### src/rtl/npu_act_unit_pkg.sv
// Shared types, register offsets and the int8 activation function for the NPU activation unit.
package pkg_act;

    localparam int unsigned LeakyShift = 3;

    localparam logic [3:0] TypeOff   = 4'h0;
    localparam logic [3:0] InputOff  = 4'h4;
    localparam logic [3:0] OutputOff = 4'h8;
    localparam logic [3:0] StatusOff = 4'hC;

    typedef enum logic [1:0] {ActIdent, ActRelu, ActLeaky, ActClip} act_type_e;
    typedef enum logic [1:0] {StIdle, StCalc, StDone} act_fsm_e;

    function automatic logic [7:0] act_apply(input act_type_e op, input logic signed [7:0] x,
                                             input logic signed [7:0] clip);
        logic [7:0] r;
        r = x;
        case (op)
            ActIdent: r = x;
            ActRelu:  r = x[7] ? 8'h00 : x;
            ActLeaky: r = x[7] ? (x >>> LeakyShift) : x;
            ActClip:  r = x[7] ? 8'h00 : ((x > clip) ? clip : x);
            default:  r = x;
        endcase
        return r;
    endfunction

endpackage

### src/rtl/npu_act_unit_fifo.sv
// Synchronous FIFO; a push into a full FIFO is accepted only when a pop happens in the same cycle.
module act_fifo #(
    parameter int unsigned DWidth = 32,
    parameter int unsigned Depth  = 4
) (
    input  logic                    clk_i,
    input  logic                    rst_ni,
    input  logic                    push_i,
    input  logic [DWidth-1:0]       wdata_i,
    input  logic                    pop_i,
    output logic [DWidth-1:0]       rdata_o,
    output logic                    full_o,
    output logic                    empty_o,
    output logic [$clog2(Depth):0]  count_o
);

    localparam int unsigned PtrW = $clog2(Depth);

    logic [DWidth-1:0] mem_q [Depth];
    logic [PtrW-1:0]   wr_ptr_q, rd_ptr_q;
    logic [PtrW:0]     count_q;
    logic              push_ok, pop_ok;

    assign full_o  = (count_q == (PtrW+1)'(Depth));
    assign empty_o = (count_q == '0);
    assign count_o = count_q;
    assign rdata_o = mem_q[rd_ptr_q];

    assign pop_ok  = pop_i && !empty_o;
    assign push_ok = push_i && (!full_o || pop_ok);

    always_ff @(posedge clk_i or negedge rst_ni) begin
        if (!rst_ni) begin
            for (int i = 0; i < int'(Depth); i++) mem_q[i] <= '0;
            wr_ptr_q <= '0;
            rd_ptr_q <= '0;
            count_q  <= '0;
        end else begin
            if (push_ok) begin
                mem_q[wr_ptr_q] <= wdata_i;
                wr_ptr_q        <= wr_ptr_q + 1'b1;
            end
            if (pop_ok) rd_ptr_q <= rd_ptr_q + 1'b1;
            count_q <= count_q + {{PtrW{1'b0}}, push_ok} - {{PtrW{1'b0}}, pop_ok};
        end
    end

endmodule

### src/rtl/npu_act_unit.sv
// NPU activation engine: buffers 32-bit words of 4 int8 lanes and applies the selected
// activation one lane per cycle; results and status are readable over the bus.
module npu_act_unit
    import pkg_act::*;
#(
    parameter int unsigned       DWidth = 32,
    parameter int unsigned       Depth  = 4,
    parameter logic signed [7:0] Clip   = 8'sd96
) (
    input  logic              clk_i,
    input  logic              rst_ni,
    input  logic              wen_type_i,
    input  logic              wen_input_i,
    input  logic [DWidth-1:0] addr_i,
    input  logic [DWidth-1:0] wdata_i,
    output logic [DWidth-1:0] rdata_o,
    output logic              busy_o
);

    localparam int unsigned CntW = $clog2(Depth) + 1;

    act_fsm_e          state_q, state_d;
    act_type_e         type_q, op_q;
    logic [3:0]        addr_q;
    logic              wt_q, wi_q;
    logic [DWidth-1:0] sh_q, res_q, out_q;
    logic [1:0]        lane_cnt_q;
    logic              out_valid_q, overflow_q;
    logic [7:0]        done_cnt_q;

    logic              pop;
    logic              fifo_full, fifo_empty;
    logic [DWidth-1:0] fifo_rdata;
    logic [CntW-1:0]   fifo_count;
    logic              drop;

    // Only the register offset is decoded.
    logic unused_addr;
    assign unused_addr = ^addr_i[DWidth-1:4];

    act_fifo #(
        .DWidth (DWidth),
        .Depth  (Depth)
    ) u_fifo (
        .clk_i   (clk_i),
        .rst_ni  (rst_ni),
        .push_i  (wi_q),
        .wdata_i (wdata_i),
        .pop_i   (pop),
        .rdata_o (fifo_rdata),
        .full_o  (fifo_full),
        .empty_o (fifo_empty),
        .count_o (fifo_count)
    );

    assign drop   = wi_q && fifo_full && !pop;
    assign busy_o = (state_q != StIdle) || !fifo_empty;

    always_ff @(posedge clk_i or negedge rst_ni) begin
        if (!rst_ni) state_q <= StIdle;
        else         state_q <= state_d;
    end

    always_comb begin
        state_d = state_q;
        unique case (state_q)
            StIdle:  if (!fifo_empty) state_d = StCalc;
            StCalc:  if (lane_cnt_q == 2'd3) state_d = StDone;
            StDone:  state_d = StIdle;
            default: state_d = StIdle;
        endcase
    end

    always_comb begin
        pop = (state_q == StIdle) && !fifo_empty;
    end

    always_ff @(posedge clk_i or negedge rst_ni) begin
        if (!rst_ni) begin
            addr_q <= '0;
            wt_q   <= 1'b0;
            wi_q   <= 1'b0;
        end else begin
            addr_q <= addr_i[3:0];
            wt_q   <= wen_type_i;
            wi_q   <= wen_input_i;
        end
    end

    // Lanes are consumed from the bottom of sh_q, which shifts right once per lane.
    always_ff @(posedge clk_i or negedge rst_ni) begin
        if (!rst_ni) begin
            sh_q       <= '0;
            op_q       <= ActIdent;
            lane_cnt_q <= '0;
            res_q      <= '0;
        end else if (pop) begin
            sh_q       <= fifo_rdata;
            op_q       <= type_q;
            lane_cnt_q <= '0;
        end else if (state_q == StCalc) begin
            res_q[{lane_cnt_q, 3'b000} +: 8] <= act_apply(op_q, sh_q[7:0], Clip);
            sh_q       <= sh_q >> 8;
            lane_cnt_q <= lane_cnt_q + 2'd1;
        end
    end

    // A completing word and a drop take precedence over a same-cycle TYPE clear.
    always_ff @(posedge clk_i or negedge rst_ni) begin
        if (!rst_ni) begin
            type_q      <= ActIdent;
            out_q       <= '0;
            out_valid_q <= 1'b0;
            overflow_q  <= 1'b0;
            done_cnt_q  <= '0;
        end else begin
            if (wt_q) begin
                type_q      <= act_type_e'(wdata_i[1:0]);
                out_valid_q <= 1'b0;
                overflow_q  <= 1'b0;
            end
            if (drop) overflow_q <= 1'b1;
            if (state_q == StDone) begin
                out_q       <= res_q;
                out_valid_q <= 1'b1;
                done_cnt_q  <= done_cnt_q + 8'd1;
            end
        end
    end

    always_comb begin
        rdata_o = '0;
        case (addr_q)
            TypeOff:   rdata_o = DWidth'(type_q);
            InputOff:  rdata_o = '0;
            OutputOff: rdata_o = out_q;
            StatusOff: rdata_o = DWidth'({16'b0, done_cnt_q, 1'b0, overflow_q, out_valid_q,
                                          busy_o, 4'(fifo_count)});
            default:   rdata_o = '0;
        endcase
    end

endmodule

### config.mk
export PLATFORM = sky130hd
export DESIGN_NAME = npu_act_unit
export DESIGN_NICKNAME = d
export VERILOG_FILES = /design/src/rtl/npu_act_unit_pkg.sv /design/src/rtl/npu_act_unit_fifo.sv /design/src/rtl/npu_act_unit.sv
export SDC_FILE = /design/constraint.sdc
export NUM_CORES = 1
export LEC_CHECK = 0
export ABC_AREA = 0
export BUFFER_PORTS_ARGS = -buffer_cell sky130_fd_sc_hd__buf_2
export CAP_MARGIN = 20
export CORE_UTILIZATION = 50
export DETAILED_ROUTE_END_ITERATION = 6
export GPL_TIMING_DRIVEN = 0
export PLACE_DENSITY = 0.69
export SETUP_SLACK_MARGIN = 0.02
export SYNTH_ARGS = -nofsm -noshare
export SYNTH_HDL_FRONTEND = slang
export SYNTH_SLANG_ARGS = --single-unit
### constraint.sdc
create_clock -name clk_i -period 5 [get_ports clk_i]
set_input_delay 1.25 -clock clk_i [delete_from_list [all_inputs] [get_ports clk_i]]
set_output_delay 1.25 -clock clk_i [all_outputs]
set_load 0.1 [all_outputs]
==> results of run 1 <==
final cells by class:
class,count,area (um^2)
plain buffers,44,274
flip-flops and latches,255,6380
repair buffers,74,425
clock buffers,39,801
multi-input cells,487,4460
fillers,1777,9020
inverters,18,67.6
clock inverters,9,103
well taps,280,350
cell families (layout without fill, tap and decap cells):
family / count (synthesis) / after routing
AND/OR/NAND/NOR: 171 / 171
XOR/XNOR: 12 / 12
AO/OA/AOI/OAI: 93 / 93
multiplexers: 197 / 197
flip-flops: 255 / 255
buffers and inverters: 62 / 184
adder cells (fa/ha/maj): 14 / 14
metal layers:
metal,routed length (um),share of wire
met2,10500,0.48
met5,31,0.0014
met3,789,0.036
met4,422,0.019
met1,10200,0.46
sequential cells by signal, indices dropped and copies added, names as in the netlist, 2 cells and up:
register / count
res_q: 32
u_fifo.mem_q: 128
state_q: 2
u_fifo.rd_ptr_q: 2
u_fifo.wr_ptr_q: 2
type_q: 2
sh_q: 32
op_q: 2
done_cnt_q: 8
out_q: 32
u_fifo.count_o: 3
lane_cnt_q: 2
addr_q: 4
worst max path at each step:
stage / from / to / slack [ns] / cells after the start
finish: addr_q[1]$_DFF_PN0_ / rdata_o[2] / 0.90 / 4
global route: addr_q[1]$_DFF_PN0_ / rdata_o[2] / 0.63 / 4
CTS: addr_q[1]$_DFF_PN0_ / rdata_o[2] / 0.81 / 4
floorplan: addr_q[2]$_DFF_PN0_ / rdata_o[1] / 1.02 / 3
global placement: rst_ni / u_fifo.mem_q[94]$_DFFE_PN0P_ / -1.93 / 1
detailed placement: addr_q[1]$_DFF_PN0_ / rdata_o[2] / 1.37 / 4
critical path, stage by stage, from the launching register on:
cell,delay [ns]
dfrtp_1,0.40
nor4b_1,0.81
clkbuf_1,0.46
a22o_1,0.24
buf_2,0.43
cells in the mapped netlist (all sizes together), types with 10 or more instances:
| library cell | number |
|---|---|
| inv | 18 |
| mux2 | 165 |
| a22oi | 27 |
| dfrtp | 255 |
| and2 | 19 |
| nand2 | 108 |
| ha | 13 |
| o21ai | 21 |
| a21oi | 11 |
| mux4 | 32 |
| nand3 | 13 |
| a22o | 28 |
| buf | 23 |
| xnor2 | 10 |
| clkbuf | 21 |
power breakdown:
| part | leakage, uW | internal [uW] | switching [uW] |
|---|---|---|---|
| combinational | 0.00242 | 1590 | 1450 |
| clock | 0.000439 | 1210 | 791 |
| sequential | 0.00317 | 3000 | 521 |
| total | 0.00603 | 5800 | 2760 |
stage by stage:
| step | total power, uW | hold WS, ns | instances | util |
|---|---|---|---|---|
| floorplan | 5800 | 0.438 | 804 | - |
| global placement | 6510 | 0.451 | 1156 | 0.543 |
| detailed placement | 6620 | 0.456 | 1158 | 0.546 |
| CTS | 8650 | 0.469 | 1206 | 0.588 |
| global route | 9100 | 0.493 | 1206 | 0.588 |
| finish | 8560 | 0.468 | 1206 | 0.588 |
==> metrics, run 1 <==
status=finished clean; Syn. warnings=0; Synth cell types=43; Adder-Cell Fraction of Synth Area=0.0163; Max-Slew Margin vs Limit=0.389; via count=about 6,600; HP Class=register to register; crit path capture type=output port; Hold-fix buffers, CTS=0; Crit Reg-Reg Endpoint=u_fifo.count_o[2]$_DFF_PN0_; post-CTS sizing=0; WHS Endpoint=sh_q[2]$_DFFE_PN0P_; Setup Total Neg Slack=0 ns; Clk Latency, worst-skew pair=0.52 ns; Reg2Reg Depth=12; Total Routing Usage GR=0.204; vias in the first global route=between 6,000 and 7,000; Worst Setup Slack post-DPL=roughly 1.4 ns; Yosys top cell area share=0.570; Peak VDD IR=0.396 mV; Via density=5.51; Initial Util=0.511; Crit path required time=3.75 ns; multiplexer area fraction after synthesis=0.240; Antenna Cells=0; main combinational cell family by area after synthesis=multiplexers; Worst-path clk slew=0.06 ns; Die H=roughly 150 um; clock skew=0.00826 ns; CP startpoint kind=register; CTS tree=built; WS Path Type=register to output port; Top-Level Pins=approximately 100; Max Freq=244 MHz; die width=152 um; largest area contributor in the netlist=dfrtp_1; wire per inst=18.2 um; RSZ-0062 raised after global routing=no; asr flop ratio synth=1.00; synthesized instance count=804; Placed Area=between 10,000 and 15,000 um^2; syn_area_per_cell=between 10 and 15 um^2; first-pass GRT wire length=~36 mm; final slew viol count=0; GRT met3 Usage=0.0326; Congestion Overflow GR=0; CTS buffer count=26; sequential share of the synthesized area=0.570; layer with the highest usage=met2; worst hold path startpoint=sh_q[10]$_DFFE_PN0P_; mapped cell area=11,200 um^2; DRT iter0 DRCs=285; layout cell share with drive strength beyond 1=0.373; Reg2Reg Launch Point=state_q[0]$_DFFE_PN0P_; top cells by area, synth=dfrtp_1 (57%), mux2_2 (14%), mux4_2 (6.4%); Post-Synth Simple-Gate Area=0.0738; worst hold path depth=2; Worst-Margin Slew=0.904 ns; design area=12,900 um^2; CTS max path bufs=3; H-tree depth=1; drt total wl=22.0 mm; drt drc=0; post-detail-place hpwl=14.8 mm; Post-Syn Nets=886; largest net degree at the start of global routing=105; Crit Path Max Fanout=10; Lkg Pwr=0.00603 uW; Final period util=0.820; core area=21,900 um^2; number of synthesized flops with an enable pin=0; most common cell after layout, fill and taps aside=dfrtp_1; row count=54; IO Port Bufs=72; final hold violations=0; Worst Path Arrival=2.85 ns; final setup vio count=0; most frequent cells in the layout=dfrtp_1 (255), mux2_2 (138), nand2_1 (104), buf_2 (80), mux4_2 (32); pwr dens=666 nW/um^2; synthesis-stage register bit count=255; initial antenna violation count=2; DIE AREA=23,000 um^2; M1 GR Usage=0.285; GP Congestion=0.779; post-route worst setup slack=about 0.90 ns; setup bufs post-CTS=0; Synth Area in XOR/XNOR=0.00939; Routed Antenna Nets=0; compound-cell area share of the yosys netlist=0.0599; Sink Count=255; minimum clock period=4.10 ns; clk root buf=clkbuf_16; First-pass DRT Iterations=4; Max Cap Viol=0; M2 GR Usage=0.337; area growth from synthesis to final layout=15.0%; # nets final=approximately 1,000; R2R Setup Slk=about 2.1 ns; top_reg_cell synth=dfrtp_1
Power figures use the tool's default switching activity.
==> run 2, diff against run 1 <==
--- a/config.mk
+++ b/config.mk
@@ -11,7 +11,7 @@
 export CORE_UTILIZATION = 50
 export DETAILED_ROUTE_END_ITERATION = 6
 export GPL_TIMING_DRIVEN = 0
-export PLACE_DENSITY = 0.69
+export PLACE_DENSITY = 0.72
 export SETUP_SLACK_MARGIN = 0.02
 export SYNTH_ARGS = -nofsm -noshare
 export SYNTH_HDL_FRONTEND = slang
==> constraint.sdc (replaced) <==
create_clock -name clk_i -period 3.7 [get_ports clk_i]
set_input_delay 0.925 -clock clk_i [delete_from_list [all_inputs] [get_ports clk_i]]
set_output_delay 0.925 -clock clk_i [all_outputs]
set_load 0.1 [all_outputs]
==> metrics, run 2 (same netlist as run 1, synthesis figures left out) <==
CTS buffer count=27 (+3.8%); clk root buf=clkbuf_16; power share of the clock group=0.216 (-0.017); Crit path max-delay family=buffers and inverters; pwr dens=891 nW/um^2 (+34%); row count=54 (unchanged); switching share of power=0.327 (+0.00419); Max Cap Viol=0 (unchanged); Final period util=0.949; vias in the first global route=7,008 (+2.6%); Top-Level Pins=101 (unchanged); setup bufs post-CTS=0 (unchanged); minimum clock period=between 3 and 4 ns; Crit Path Max Fanout=10 (unchanged); Psw=3710 uW (+34%); Biggest register=u_fifo.mem_q; Max Freq=285 MHz; Routed Antenna Nets=0 (unchanged); Congestion Overflow GR=0 (unchanged); crit path capture type=output port; crit-path max cell delay=0.54 ns (-0.27 ns); max reg flops=128 (unchanged); DIE AREA=23,000 um^2 (unchanged); Lkg Pwr=0.00598 uW (-0.81%); final slew viol count=0 (unchanged); IO Port Bufs=72 (unchanged); CTS tree=built; drt drc=0 (unchanged); Total Routing Usage GR=0.210 (+0.00613); most frequent cells in the layout=dfrtp_1 (255), mux2_2 (138), nand2_1 (104), buf_2 (80), mux4_2 (32); die width=152 um (unchanged); via count=6,693 (+0.77%); Flop pwr share=0.421 (+0.010); final setup vio count=0 (unchanged); Initial Util=0.511 (unchanged); Max-Slew Margin vs Limit=0.390 (+0.00164); HP Class=input pin to asynchronous set/reset pin; Via density=5.59 (+1.5%); Clk Latency, worst-skew pair=0.53 ns (about the same); CP startpoint kind=register; fillers=1,822 (+2.5%); CTS max path bufs=3 (unchanged); Placed Area=12,000 um^2 (unchanged); internal power=7650 uW (+32%); drt total wl=22.3 mm (+1.7%); first-pass GRT wire length=37.7 mm (+3.9%); Worst-path clk slew=0.06 ns (about the same); CP bufs+invs=2 (unchanged); Worst-Margin Slew=0.906 ns (+0.00192 ns); WS Path Type=register to output port; # nets final=989 (+0.10%); Sink Count=255 (unchanged); final hold violations=0 (unchanged); Hold-fix buffers, CTS=0 (unchanged); wire per inst=18.6 um (+2.4%); design area=12,800 um^2 (-0.88%); core area=21,900 um^2 (unchanged); worst hold slack=0.366 ns (-0.102 ns); post-detail-place hpwl=14.8 mm (+0.32%); cells along the critical path=nor4b_2 -> clkbuf_1 -> a22o_1 -> buf_2; Crit path required time=2.77 ns (-0.98 ns); Crit-path slowest cell=nor4b_2; status=finished clean; GP Congestion=0.764 (-2.0%); Comb power frac=0.363 (+0.008); largest net degree at the start of global routing=107 (+1.9%); DRT iter0 DRCs=361 (+27%); layout cell share with drive strength beyond 1=0.368 (-0.00467); Worst Path Arrival=2.59 ns (-0.26 ns); Peak VDD IR=0.483 mV (+22%); most common cell after layout, fill and taps aside=dfrtp_1; First-pass DRT Iterations=5 (+1); area growth from synthesis to final layout=14.0%; Die H=152 um (unchanged); clock skew=0.0108 ns (+0.00257 ns); Setup Total Neg Slack=0 ns (unchanged); initial antenna violation count=2 (unchanged); H-tree depth=1 (unchanged); RSZ-0062 raised after global routing=no
[run 2: metrics by stage]
| stage | cells | power [uW] | util | setup slack (ns) |
|---|---|---|---|---|
| detailed placement | 1158 | 8940 | 0.546 | 0.429 |
| finish | 1197 | 11400 | 0.583 | 0.190 |
| global placement | 1156 | 8770 | 0.543 | -2.88 |
| global route | 1196 | 12100 | 0.582 | 0.0335 |
| floorplan | 804 | 7840 | - | 0.0497 |
| CTS | 1196 | 11500 | 0.582 | 0.145 |
[run 2: layer usage]
metal  up-vias  GRT usage  routed length (um)
met1      3442      0.289               10200
met2       134      0.352               10900
met3        35     0.0314                 874
met5         -          0                   8
li1       3080          -                   -
met4         2     0.0535                 380
[run 2: final timing paths]
check	startpoint	end	slack [ns]	cells past startpoint
max in group asynchronous	rst_ni	u_fifo.mem_q[123]$_DFFE_PN0P_	2.10	3
worst min-delay path	rst_ni	u_fifo.mem_q[69]$_DFFE_PN0P_	0.37	1
min in group clk_i	sh_q[30]$_DFFE_PN0P_	sh_q[22]$_DFFE_PN0P_	0.48	2
worst max-delay path	addr_q[1]$_DFF_PN0_	rdata_o[2]	0.19	4
worst max register to register	state_q[0]$_DFFE_PN0P_	u_fifo.count_o[2]$_DFF_PN0_	0.81	12
worst min register to register	sh_q[30]$_DFFE_PN0P_	sh_q[22]$_DFFE_PN0P_	0.48	2
[run 2: cell type report]
type                    count  area [um^2]  area share
clock inverters             4         48.8     0.00383
well taps                 280          350      0.0275
inverters                  18         67.6     0.00530
diodes                      1         2.50    0.000196
repair buffers             74          425      0.0334
flip-flops and latches    255         6380       0.500
plain buffers              44          275      0.0216
clock buffers              34          732      0.0574
multi-input cells         487         4470       0.351
[run 2: power groups by stage]
stage,Sequential [uW],Clock [uW],Combinational [uW]
finish,4780,2460,4120
floorplan,4540,0,3300
detailed placement,4790,0,4140
global route,4930,2640,4530
global placement,4740,0,4030
CTS,4770,2520,4180
[run 2: timing repair]
item	4_1_cts	5_1_grt
gates resized for setup	1	2
endpoints found under the hold margin	0	0
endpoints found under the setup margin	13	2
==> run 3, diff against run 2 <==
--- a/config.mk
+++ b/config.mk
@@ -6,7 +6,7 @@
 export NUM_CORES = 1
 export LEC_CHECK = 0
 export ABC_AREA = 0
-export BUFFER_PORTS_ARGS = -buffer_cell sky130_fd_sc_hd__buf_2
+export BUFFER_PORTS_ARGS = -buffer_cell sky130_fd_sc_hd__buf_4
 export CAP_MARGIN = 20
 export CORE_UTILIZATION = 50
 export DETAILED_ROUTE_END_ITERATION = 6
@@ -15,4 +15,5 @@
 export SETUP_SLACK_MARGIN = 0.02
 export SYNTH_ARGS = -nofsm -noshare
 export SYNTH_HDL_FRONTEND = slang
+export SYNTH_HIERARCHICAL = 1
 export SYNTH_SLANG_ARGS = --single-unit
==> metrics, run 3 <==
largest area contributor in the netlist=dfrtp_1; DRT iter0 DRCs=376 (+4.2%); area growth from synthesis to final layout=16.2%; Lkg Pwr=0.00581 uW (-2.9%); Post-Syn Nets=873 (-1.5%); wire per inst=18.8 um (+0.60%); status=finished clean; Via density=5.57 (-0.31%); Synth cell types=45 (+4.7%); pwr dens=886 nW/um^2 (-0.56%); Worst-path clk slew=0.06 ns (about the same); drt total wl=22.3 mm (about the same); top cells by area, synth=dfrtp_1 (58%), mux2_2 (17%), mux4_2 (6.5%); largest net degree at the start of global routing=97 (-9.3%); Clk Latency, worst-skew pair=0.53 ns (about the same); drt drc=0 (unchanged); crit path capture type=output port; H-tree depth=1 (unchanged); first-pass GRT wire length=37.2 mm (-1.3%); Die H=151 um (-0.50%); CP startpoint kind=register; IO Port Bufs=72 (unchanged); most common cell after layout, fill and taps aside=dfrtp_1; clk root buf=clkbuf_16; clock skew=0.0152 ns (+0.00436 ns); CTS buffer count=27 (unchanged); core area=21,800 um^2 (-0.62%); DIE AREA=22,700 um^2 (-1.0%); Worst-Margin Slew=0.720 ns (-0.186 ns); layout cell share with drive strength beyond 1=0.387 (+0.0196); syn_area_per_cell=14.0 um^2 (+0.48%); mapped cell area=11,100 um^2 (-1.0%); synthesis-stage register bit count=255 (unchanged); design area=12,900 um^2 (+0.92%); Routed Antenna Nets=0 (unchanged); Worst Path Arrival=2.42 ns (-0.17 ns); Peak VDD IR=0.555 mV (+15%); top_reg_cell synth=dfrtp_1; WS Path Type=register to output port; sequential share of the synthesized area=0.576 (+0.00587); fillers=1,753 (-3.8%); Design Power=11,400 uW (+0.36%); post-detail-place hpwl=15.1 mm (+1.9%); Final period util=0.905 (-0.0434); Crit Path Max Fanout=10 (unchanged); Biggest register=u_fifo/mem_q; Top-Level Pins=101 (unchanged); # nets final=976 (-1.3%); vias in the first global route=6,919 (-1.3%); CTS tree=built; Sink Count=255 (unchanged); Total Routing Usage GR=0.211 (+0.000841); Max Freq=299 MHz (+4.8%); max reg flops=128 (unchanged); Placed Area=12,000 um^2 (+0.53%); Max-Slew Margin vs Limit=0.520 (+0.130); Congestion Overflow GR=0 (unchanged); final setup vio count=0 (unchanged); RSZ-0062 raised after global routing=no; Hold-fix buffers, CTS=0 (unchanged); First-pass DRT Iterations=5 (unchanged); number of synthesized flops with an enable pin=0 (unchanged); GP Congestion=0.794 (+4.0%); Yosys top cell area share=0.576 (+0.00587); most frequent cells in the layout=dfrtp_1 (255), mux2_2 (168), nand2_1 (97), buf_4 (71), mux4_2 (32); die width=151 um (-0.50%); HP Class=input pin to asynchronous set/reset pin; top cells by count, synth=dfrtp_1 (255), mux2_2 (168), nand2_1 (97); via count=6,639 (-0.81%); CTS max path bufs=3 (unchanged); row count=54 (unchanged); final hold violations=0 (unchanged); minimum clock period=3.35 ns (-0.161 ns); synthesized instance count=792 (-1.5%); Syn. warnings=6 (+6); Initial Util=0.509 (-0.00206); final slew viol count=0 (unchanged); asr flop ratio synth=1.00 (unchanged); Crit path required time=2.77 ns (about the same); most common cell in the synthesized netlist=dfrtp_1; initial antenna violation count=0 (-2); Max Cap Viol=0 (unchanged); Antenna Cells=0 (-1)
==> run 3: cell count changes in the layout (fill, tap and decap cells not counted), moves of 5 or more <==
| cell | before | now |
|---|---|---|
| buf_2 | 80 | 17 |
| buf_4 | 0 | 71 |
| clkbuf_1 | 24 | 14 |
| clkinv_2 | 2 | 7 |
| inv_1 | 17 | 8 |
| mux2_2 | 138 | 168 |
| mux2_4 | 27 | 0 |
| nand2_1 | 104 | 97 |
| nand3_1 | 13 | 6 |
| o21ai_0 | 17 | 10 |
| o21ai_1 | 4 | 16 |
==> run 3: final timing paths <==
check / to / start / cells past startpoint / slack [ns]
min in group clk_i: done_cnt_q[7]$_DFFE_PN0P_ / done_cnt_q[7]$_DFFE_PN0P_ / 1 / 0.48
worst max-delay path: rdata_o[4] / addr_q[2]$_DFF_PN0_ / 4 / 0.35
worst min register to register: done_cnt_q[7]$_DFFE_PN0P_ / done_cnt_q[7]$_DFFE_PN0P_ / 1 / 0.48
worst max register to register: u_fifo/count_o[2]$_DFF_PN0_ / u_fifo/count_o[1]$_DFF_PN0_ / 11 / 0.40
worst min-delay path: out_q[25]$_DFFE_PN0P_ / rst_ni / 1 / 0.37
max in group asynchronous: u_fifo/mem_q[29]$_DFFE_PN0P_ / rst_ni / 3 / 2.09
==> run 3: per-layer routing <==
layer	track usage	up-vias	wire length [um]
li1	-	3066	-
met1	0.289	3421	9920
met2	0.354	117	11100
met3	0.0313	35	868
met4	0.0555	0	468
met5	0	-	0
==> run 3: kinds of logic (layout without fill, tap and decap cells) <==
group	after synthesis	count (layout)	synth area share
flops	255	255	0.576
fa+ha+maj	13	13	0.0154
xor+xnor	12	12	0.00949
compound gates	98	98	0.0618
mux	201	201	0.237
buf+inv	50	169	0.0270
simple gates	163	163	0.0732
==> run 3: timing repair <==
| action | CTS | global route |
|---|---|---|
| endpoints found under the hold margin | 0 | 0 |
| setup buffers | 0 | 0 |
| endpoints found under the setup margin | 9 | 0 |
| gates resized for setup | 1 | 0 |
==> run 3: cell type report <==
type                            instances  area, um^2  share of cell area
Inverter                                8        30.0             0.00233
Tap cell                              280         350              0.0272
Clock buffer                           35         756              0.0587
Buffer                                 42         269              0.0209
Timing Repair Buffer                   74         603              0.0469
Clock inverter                         10        82.6             0.00642
Sequential cell                       255        6380               0.496
Multi-Input combinational cell        487        4400               0.342
==> run 3: worst max-delay path, cell delays in order (launching register included) <==
cell and delay [ns]:
dfrtp_1 0.43, nor4b_2 0.58, buf_2 0.35, a22o_1 0.23, buf_4 0.31
==> run 3: through the flow <==
step / setup TNS [ns] / setup slack, ns / instances / hold WS, ns / utilization
after floorplan: 0 / 0.0492 / 792 / 0.446 / -
after global placement: -94.78 / -0.396 / 1144 / 0.462 / 0.550
after detailed placement: 0 / 0.411 / 1146 / 0.463 / 0.553
after CTS: 0 / 0.318 / 1191 / 0.392 / 0.592
after global routing: 0 / 0.154 / 1191 / 0.417 / 0.592
final: 0 / 0.350 / 1191 / 0.370 / 0.592
==> run 3: power breakdown <==
part / internal (uW) / switching [uW] / total (uW)
clock network: 1500 / 1060 / 2550
logic: 2110 / 1980 / 4090
registers: 4040 / 711 / 4760
total: 7650 / 3750 / 11400
